$ cat config.mk
export PLATFORM = sky130hd
export DESIGN_NAME = gpio_bank
export DESIGN_NICKNAME = d
export VERILOG_FILES = /design/src/rtl/gpio_bank.sv
export SDC_FILE = /design/constraint.sdc
export NUM_CORES = 1
export LEC_CHECK = 0
export ABC_AREA = 1
export CORE_ASPECT_RATIO = 1.1
export CORE_MARGIN = 4
export CORE_UTILIZATION = 48
export DETAILED_ROUTE_END_ITERATION = 8
export GPL_ROUTABILITY_DRIVEN = 0
export HOLD_SLACK_MARGIN = 0.08
export PLACE_DENSITY_LB_ADDON = 0.15
export SETUP_SLACK_MARGIN = 0.15
export SLEW_MARGIN = 0
export SYNTH_ARGS = -nofsm -noshare
export SYNTH_HDL_FRONTEND = slang
export SYNTH_SLANG_ARGS = --single-unit
export TNS_END_PERCENT = 10
$ cat constraint.sdc
create_clock -name clk -period 1.7 [get_ports clk]
set_clock_uncertainty 0.1 [all_clocks]
set_input_delay 0.425 -clock clk [delete_from_list [all_inputs] [get_ports clk]]
set_output_delay 0.425 -clock clk [all_outputs]
set_load 0.05 [all_outputs]
$ cat src/rtl/gpio_bank.sv
`default_nettype none
// ============================================================================
//  Module     : gpio_bank
//  Description: Multi-channel GPIO bank with OUT/IN/EDGE/MASK registers per
//               channel, synchronised inputs and a masked rising-edge IRQ.
//               Edge/IRQ logic is built only when GPIO_BANK_EDGE_IRQ_EN is
//               defined.
//  Revision   : 1.0 - initial release
// ============================================================================
module gpio_bank #(
    parameter int WIDTH       = 32,
    parameter int NCH         = 2,
    parameter int SYNC_STAGES = 2
) (
    input  logic                   clk,
    input  logic                   rst,
    input  logic [3:0]             A,
    input  logic                   WE,
    input  logic [WIDTH-1:0]       WD,
    input  logic [NCH*WIDTH-1:0]   gpI,
    output logic [NCH*WIDTH-1:0]   gpO,
    output logic [WIDTH-1:0]       gpio_data_out,
    output logic                   irq
);

    localparam logic [1:0] c_REG_OUT  = 2'd0;
    localparam logic [1:0] c_REG_IN   = 2'd1;
    localparam logic [1:0] c_REG_EDGE = 2'd2;
    localparam logic [1:0] c_REG_MASK = 2'd3;
    localparam logic [2:0] c_NCH      = 3'(NCH);

    logic [1:0]                        w_ch;
    logic                              w_ch_ok;
    logic                              w_wr;
    logic [NCH*WIDTH-1:0]              r_out;
    logic [SYNC_STAGES-1:0][NCH*WIDTH-1:0] r_sync;
    logic [NCH*WIDTH-1:0]              w_in;
    logic [NCH*WIDTH-1:0]              w_edge_v;
    logic [NCH*WIDTH-1:0]              w_mask_v;

    assign w_ch    = A[3:2];
    assign w_ch_ok = ({1'b0, w_ch} < c_NCH);
    assign w_wr    = WE && w_ch_ok;

    // Input synchroniser; the last stage is the architectural IN value.
    always_ff @(posedge clk) begin
        if (rst) begin
            r_sync <= '0;
        end else begin
            r_sync[0] <= gpI;
            for (int s = 1; s < SYNC_STAGES; s++) begin
                r_sync[s] <= r_sync[s-1];
            end
        end
    end

    assign w_in = r_sync[SYNC_STAGES-1];

    generate
        for (genvar c = 0; c < NCH; c++) begin : g_out
            always_ff @(posedge clk) begin
                if (rst) begin
                    r_out[c*WIDTH +: WIDTH] <= '0;
                end else if (w_wr && (w_ch == 2'(c)) && (A[1:0] == c_REG_OUT)) begin
                    r_out[c*WIDTH +: WIDTH] <= WD;
                end
            end
        end
    endgenerate

    assign gpO = r_out;

`ifdef GPIO_BANK_EDGE_IRQ_EN
    logic [NCH*WIDTH-1:0] r_dly;
    logic [NCH*WIDTH-1:0] r_edge;
    logic [NCH*WIDTH-1:0] r_mask;
    logic [NCH*WIDTH-1:0] w_rise;
    logic [NCH*WIDTH-1:0] w_clr;
    logic                 r_irq;

    assign w_rise = w_in & ~r_dly;

    generate
        for (genvar c = 0; c < NCH; c++) begin : g_edge
            assign w_clr[c*WIDTH +: WIDTH] =
                (w_wr && (w_ch == 2'(c)) && (A[1:0] == c_REG_EDGE)) ? WD : '0;

            always_ff @(posedge clk) begin
                if (rst) begin
                    r_mask[c*WIDTH +: WIDTH] <= '0;
                end else if (w_wr && (w_ch == 2'(c)) && (A[1:0] == c_REG_MASK)) begin
                    r_mask[c*WIDTH +: WIDTH] <= WD;
                end
            end
        end
    endgenerate

    // Reset clears the whole chain, so the delay flop reloads from a zeroed
    // last stage on the first cycle and no edge can appear there.
    // Set is OR-ed after the clear so a coincident set wins.
    always_ff @(posedge clk) begin
        if (rst) begin
            r_dly  <= '0;
            r_edge <= '0;
            r_irq  <= 1'b0;
        end else begin
            r_dly  <= w_in;
            r_edge <= (r_edge & ~w_clr) | w_rise;
            r_irq  <= |(r_edge & r_mask);
        end
    end

    assign w_edge_v = r_edge;
    assign w_mask_v = r_mask;
    assign irq      = r_irq;
`else
    assign w_edge_v = '0;
    assign w_mask_v = '0;
    assign irq      = 1'b0;
`endif

    always_comb begin
        gpio_data_out = '0;
        for (int c = 0; c < NCH; c++) begin
            if (w_ch_ok && (w_ch == 2'(c))) begin
                case (A[1:0])
                    c_REG_OUT:  gpio_data_out = r_out[c*WIDTH +: WIDTH];
                    c_REG_IN:   gpio_data_out = w_in[c*WIDTH +: WIDTH];
                    c_REG_EDGE: gpio_data_out = w_edge_v[c*WIDTH +: WIDTH];
                    default:    gpio_data_out = w_mask_v[c*WIDTH +: WIDTH];
                endcase
            end
        end
    end

endmodule
`default_nettype wire

==> metrics, run 1 <==
Diodes inserted=0; share of layout cells above drive strength 1=about 22%; Worst VDD drop=0.000684 V; wirelength, routed=approximately 22 mm; DR iter-0 viols=498; DP Cell Count=roughly 1400; Worst-Skew Late Latency=between 0.4 and 0.5 ns; Cell Area, Synth=about 7400 sq um; Post-DRT Antenna Nets=0; RSZ-0062 raised after global routing=true; hold_buf cts=0; Critical Path Start Type=primary input; Synth area leaders=dfxtp_1 (52%), nor2_1 (13%), inv_1 (9.9%); worst min path class=register to register; wire per inst=around 15 um; max_cap viols=0; fraction of registers with async set/reset=0%; slowest CP cell=nand4_1; dpl hpwl=about 14 mm; Syn Area/Cell=7.34 sq um; fin cells=about 1400; CP endpoint kind=output pin; outcome=finished, violations left; Max Root-Sink Buffers=2; sequential area share after synthesis=a little over half; Die Area=~17000 sq um; clock sinks=approximately 190; largest net degree at the start of global routing=100; # IOs=200; Syn. warnings=0; H-tree Lvls=4; pre-CTS setup slack=-0.685 ns; port buffer count=a little under 200; crit path kind=primary input to output pin; failing checks=negative setup slack; Worst EP arrival=between 1.5 and 2 ns; Synth area leader=dfxtp_1; via count=6808; Core Area=approximately 15000 sq um; Worst R2R End=gpO[10]; top cell type's share of synthesized area=between 50% and 60%; reg2reg setup slack=between 0.8 and 0.9 ns; post-layout util=78.3%; Pleak=roughly 0.0054 uW; final setup margin=-0.364 ns; Final min period=~2.1 ns; Final Max Tran Viols=0; setup TNS=-8.67 ns; Die Y=roughly 140 um; Worst Path Buf+Inv=5; Total Nets Final=1315; CTS Buf Count=17; Critical Path Sink=gpio_data_out[15]; count leader, synth=nor2_1; Initial Util=between 40 and 50%; Area Overhead vs Synth=60.3%; Die X=~130 um; final instance area=around 12000 sq um; DRC Markers=0; DP Area=between 10000 and 15000 sq um; pwr dens=around 830 nW/um^2; Final Hold Viols=0; cells along the critical path=buf_8 > buf_6 > nor2_4 > buf_6 > buf_12 > nand3_2 > nand4_1 > buf_12; achievable clock frequency=around 480 MHz; commonest cells in the netlist=nor2_1 (256), inv_1 (195), dfxtp_1 (192), nand2_1 (128), nand3_1 (128); global router's overall resource usage=24.8%; first-pass GRT wire length=roughly 34 mm; DRT Pass-1 Iters=6; flops & latches, synth=about 190; Final setup viols=32; FF-to-FF Start=gpO[10]; fin crit share=121%; cell count after synthesis=between 1000 and 1500; clock transition at the registers of the reported paths=0.07 ns; vias per cell=between 4 and 5; Top delay family on crit path=buffers and inverters; antenna violations before repair=0; Setup crit start=A[2]; CP max stage delay=0.21 ns; net count after synthesis=1106; CTS tree=done; Cell Rows=47; r2r worst-path depth=4; worst-path maximum fanout=8; CTS root buf=clkbuf_16; Critical Path RT=approximately 1.2 ns; Netlist cell types=19; Crit path depth=8; EDFF count, synth=0; dominant synthesized flop cell=dfxtp_1; number of global-route vias before repair=6512; grt ovf=0
-- power breakdown --
part / internal [uW] / switching (uW) / total [uW] / leakage, uW
clock network: 2050 / 1760 / 3810 / 0.000267
logic: 623 / 599 / 1220 / 0.00353
registers: 4670 / 83.1 / 4750 / 0.00160
-- cells by family after synthesis --
| logic type | share of synthesized area, % |
|---|---|
| AND/OR/NAND/NOR | 32.4 |
| buffers and inverters | 15.3 |
| flip-flops | 52.2 |
| other | 0.0510 |
-- worst reg2reg max path: stages, from the launching register on --
cell and delay, ns:
dfxtp_1 0.40, inv_1 0.10, nand2_4 0.07, nand2_1 0.05, nor2_1 0.11
-- how the worst min path moves through the flow --
stage	startpoint	to	slack, ns	cells after the start
finish	r_sync[43]	w_in[43]	0.29	2
global route	r_sync[56]	w_in[56]	0.31	2
global placement	r_sync[29]	w_in[29]	0.29	2
CTS	r_sync[43]	w_in[43]	0.30	2
detailed placement	r_sync[43]	w_in[43]	0.29	2
floorplan	r_sync[0]	w_in[0]	0.29	2
-- metal layers --
layer / track usage (%) / part of all wire [%] / wire (um) / up-vias
met4: 10.2 / 3.0 / 646 / 0
met3: 7.70 / 8.2 / 1770 / 42
met2: 42.4 / 49 / 10700 / 274
met5: 0 / 0 / 0 / -
met1: 29.1 / 39 / 8540 / 3092
li1: - / - / - / 3400
-- registers in the layout, indices dropped and copies added (netlist names) --
name    flops
r_sync     64
w_in       64
gpO        64
-- stage by stage --
step,power (uW),hold slack [ns]
4_1_cts,9800,0.298
5_1_grt,10100,0.314
6_report,9790,0.294
2_1_floorplan,5330,0.288
3_3_place_gp,5860,0.289
3_5_place_dp,5880,0.292
-- cell usage in the layout (no fill, tap or decap), drive strengths merged --
master | synthesis | final
bufbuf | 0 | 1
inv | 198 | 204
nand4 | 32 | 32
nand2 | 129 | 129
bufinv | 0 | 1
buf | 54 | 151
conb | 1 | 1
clkinv | 0 | 3
nand3 | 130 | 130
clkdlybuf4s50 | 0 | 97
nor2 | 262 | 262
clkinvlp | 0 | 3
dfxtp | 192 | 192
clkbuf | 5 | 19
-- layout make-up --
| class | count | area [sq um] |
|---|---|---|
| Sequential cell | 192 | 3910 |
| Timing Repair Buffer | 249 | 3810 |
| Fill cell | 1006 | 3260 |
| Multi-Input combinational cell | 554 | 2530 |
| Inverter | 198 | 746 |
| Clock buffer | 19 | 433 |
| Tap cell | 196 | 245 |
| Clock inverter | 13 | 126 |
-- repair_timing --
action | in CTS | in global routing
hold endpoints to repair | 0 | 0
setup endpoints to repair | 109 | 68
pin swaps | 23 | 28
buffers inserted | 14 | 1
gates resized for setup | 85 | 50
gates cloned | 9 | 0
(Power assumes the default switching activity.)
==> run 2: changes to the inputs <==
--- a/config.mk
+++ b/config.mk
@@ -11,7 +11,6 @@
 export CORE_UTILIZATION = 48
 export DETAILED_ROUTE_END_ITERATION = 8
 export GPL_ROUTABILITY_DRIVEN = 0
-export HOLD_SLACK_MARGIN = 0.08
 export PLACE_DENSITY_LB_ADDON = 0.15
 export SETUP_SLACK_MARGIN = 0.15
 export SLEW_MARGIN = 0
==> results of run 2 <==
Final layout, timing and power as in run 1 (identical DEF).
==> run 3: changes to the inputs <==
--- a/config.mk
+++ b/config.mk
@@ -13,6 +13,7 @@
 export GPL_ROUTABILITY_DRIVEN = 0
 export PLACE_DENSITY_LB_ADDON = 0.15
 export SETUP_SLACK_MARGIN = 0.15
+export SKIP_CTS_REPAIR_TIMING = 1
 export SLEW_MARGIN = 0
 export SYNTH_ARGS = -nofsm -noshare
 export SYNTH_HDL_FRONTEND = slang
==> run 3 against run 2 <==
Net effect: the flow still finishes with violations (negative setup slack); clock power about the same; critical path type unchanged; critical path depth did not move; hold slack improved by 0.0012 ns; core utilization about the same; die area is the same; largest cell class unchanged.
==> metrics, run 3 (same netlist as run 1, synthesis figures left out) <==
outcome=finished, violations left; failing checks=negative setup slack; DP Area=10500 sq um (unchanged); Seq. cell area=3910 sq um (about the same); Worst EP arrival=1.54 ns (about the same); fin cells=1424 (+0.21%); Final setup viols=32 (unchanged); DRT Pass-1 Iters=5 (-1); DR iter-0 viols=495 (-0.60%); Die X=126 um (unchanged); final setup margin=-0.362 ns (+0.00228 ns); first-pass GRT wire length=30.1 mm (-10%); clock transition at the registers of the reported paths=0.07 ns (about the same); CTS Buf Count=17 (unchanged); Die Y=138 um (unchanged); Total Nets Final=1318 (+0.23%); Setup crit start=A[2]; number of global-route vias before repair=5977 (-8.2%); Die Area=17400 sq um (unchanged); CTS tree=done; # IOs=200 (unchanged); total power=9760 uW (-0.27%); fin crit share=121% (-0.13 points); Final Hold Viols=0 (unchanged); most frequent cells in the layout=nor2_1 (256), inv_1 (194), dfxtp_1 (137), nand2_1 (128), buf_12 (112); Post-DRT Antenna Nets=0 (unchanged); DRC Markers=0 (unchanged); Worst-Skew Late Latency=0.42 ns (about the same); largest net degree at the start of global routing=100 (unchanged); crit path kind=primary input to output pin; area of the multi-input gates=2520 sq um (-0.30%); Max Root-Sink Buffers=2 (unchanged); global router's overall resource usage=21.9% (-2.9 points); share of layout cells above drive strength 1=22.6% (+0.11 points); clock sinks=192 (unchanged); Critical Path Start Type=primary input; antenna violations before repair=0 (unchanged); grt ovf=0 (unchanged); RSZ-0062 raised after global routing=true; Initial Util=48.9% (unchanged); pwr dens=827 nW/um^2 (-0.28%); wirelength, routed=21.9 mm (+1.0%); wire per inst=15.4 um (+0.80%); dpl hpwl=13.7 mm (unchanged); DP Cell Count=1365 (unchanged); final instance area=11800 sq um (about the same); reg2reg setup slack=0.81 ns (about the same); worst min path class=register to register; r2r worst-path depth=4 (unchanged); commonest non-fill, non-tap cell in the layout=nor2_1; port buffer count=198 (unchanged); Worst R2R End=gpO[16]; worst-path maximum fanout=7 (-1); Area Overhead vs Synth=60.3% (about the same); Pleak=0.00542 uW (+0.30%); Core Area=15100 sq um (unchanged); Diodes inserted=0 (unchanged); vias per cell=4.82 (+0.51%); max_cap viols=0 (unchanged); FF-to-FF Start=gpO[16]; H-tree Lvls=4 (unchanged); via count=6857 (+0.72%); Final min period=2.06 ns (-0.00228 ns); Worst VDD drop=0.000652 V (-4.7%); Final Max Tran Viols=0 (unchanged); achievable clock frequency=485 MHz (+0.11%); Critical Path Sink=gpio_data_out[5]; Critical Path RT=1.17 ns (about the same); CP endpoint kind=output pin; Cell Rows=47 (unchanged); CTS root buf=clkbuf_16; FILL cells=1021 (+1.5%)
[run 3: cell count changes in the layout (fill, tap and decap cells not counted), moves of 3 or more]
| cell | delta |
|---|---|
| nand2_4 | -3 |
| buf_6 | +8 |
| clkbuf_16 | +11 |
| nand3_2 | +5 |
| buf_8 | -4 |
| nand2_2 | -4 |
| nand2_1 | +7 |
| buf_16 | -8 |
| nand3_1 | -5 |
[run 3: area by class of cell]
class / count / share of cell area, %
sequential: 192 / 33.2
timing repair buffer: 252 / 32.3
multi-input combinational: 554 / 21.4
tap: 196 / 2.08
clock inverter: 13 / 1.07
clock buffer: 19 / 3.67
inverter: 198 / 6.34
[run 3: per-stage QoR]
stage | setup WS [ns] | util [%] | hold slack [ns] | TNS [ns]
5_1_grt | -0.393 | 78.3 | 0.314 | -11.01
4_1_cts | -0.702 | 73.7 | 0.298 | -20.94
3_3_place_gp | -0.667 | 69.9 | 0.289 | -40.37
3_5_place_dp | -0.685 | 69.9 | 0.292 | -42.15
2_1_floorplan | -0.157 | - | 0.288 | -5.00
6_report | -0.362 | 78.3 | 0.296 | -10.01
[run 3: worst min-delay path by stage]
stage                     startpoint        to  slack [ns]  depth (start not counted)
after global routing      r_sync[56]  w_in[56]        0.31                          2
after CTS                 r_sync[43]  w_in[43]        0.30                          2
after detailed placement  r_sync[43]  w_in[43]        0.29                          2
final                     r_sync[43]  w_in[43]        0.30                          2
after floorplan            r_sync[0]   w_in[0]        0.29                          2
after global placement    r_sync[29]  w_in[29]        0.29                          2
[run 3: routing by layer]
layer | share of wire (%) | track usage [%] | up-vias
met5 | 0 | 0 | -
met4 | 2.2 | 6.50 | 0
met3 | 8.1 | 7.05 | 44
met2 | 50 | 37.0 | 272
met1 | 39 | 26.8 | 3134
li1 | - | - | 3407
[run 3: report_power, final]
part	total, uW	switching (uW)	internal [uW]
combinational	1220	603	613
sequential	4750	84.0	4670
clock	3790	1740	2050
[run 3: worst max-delay path, stage by stage]
cell       delay (ns)
buf_6            0.09
buf_6            0.11
nor2_4           0.18
buf_12           0.17
clkbuf_16        0.17
nand3_2          0.07
nand4_1          0.16
buf_12           0.16
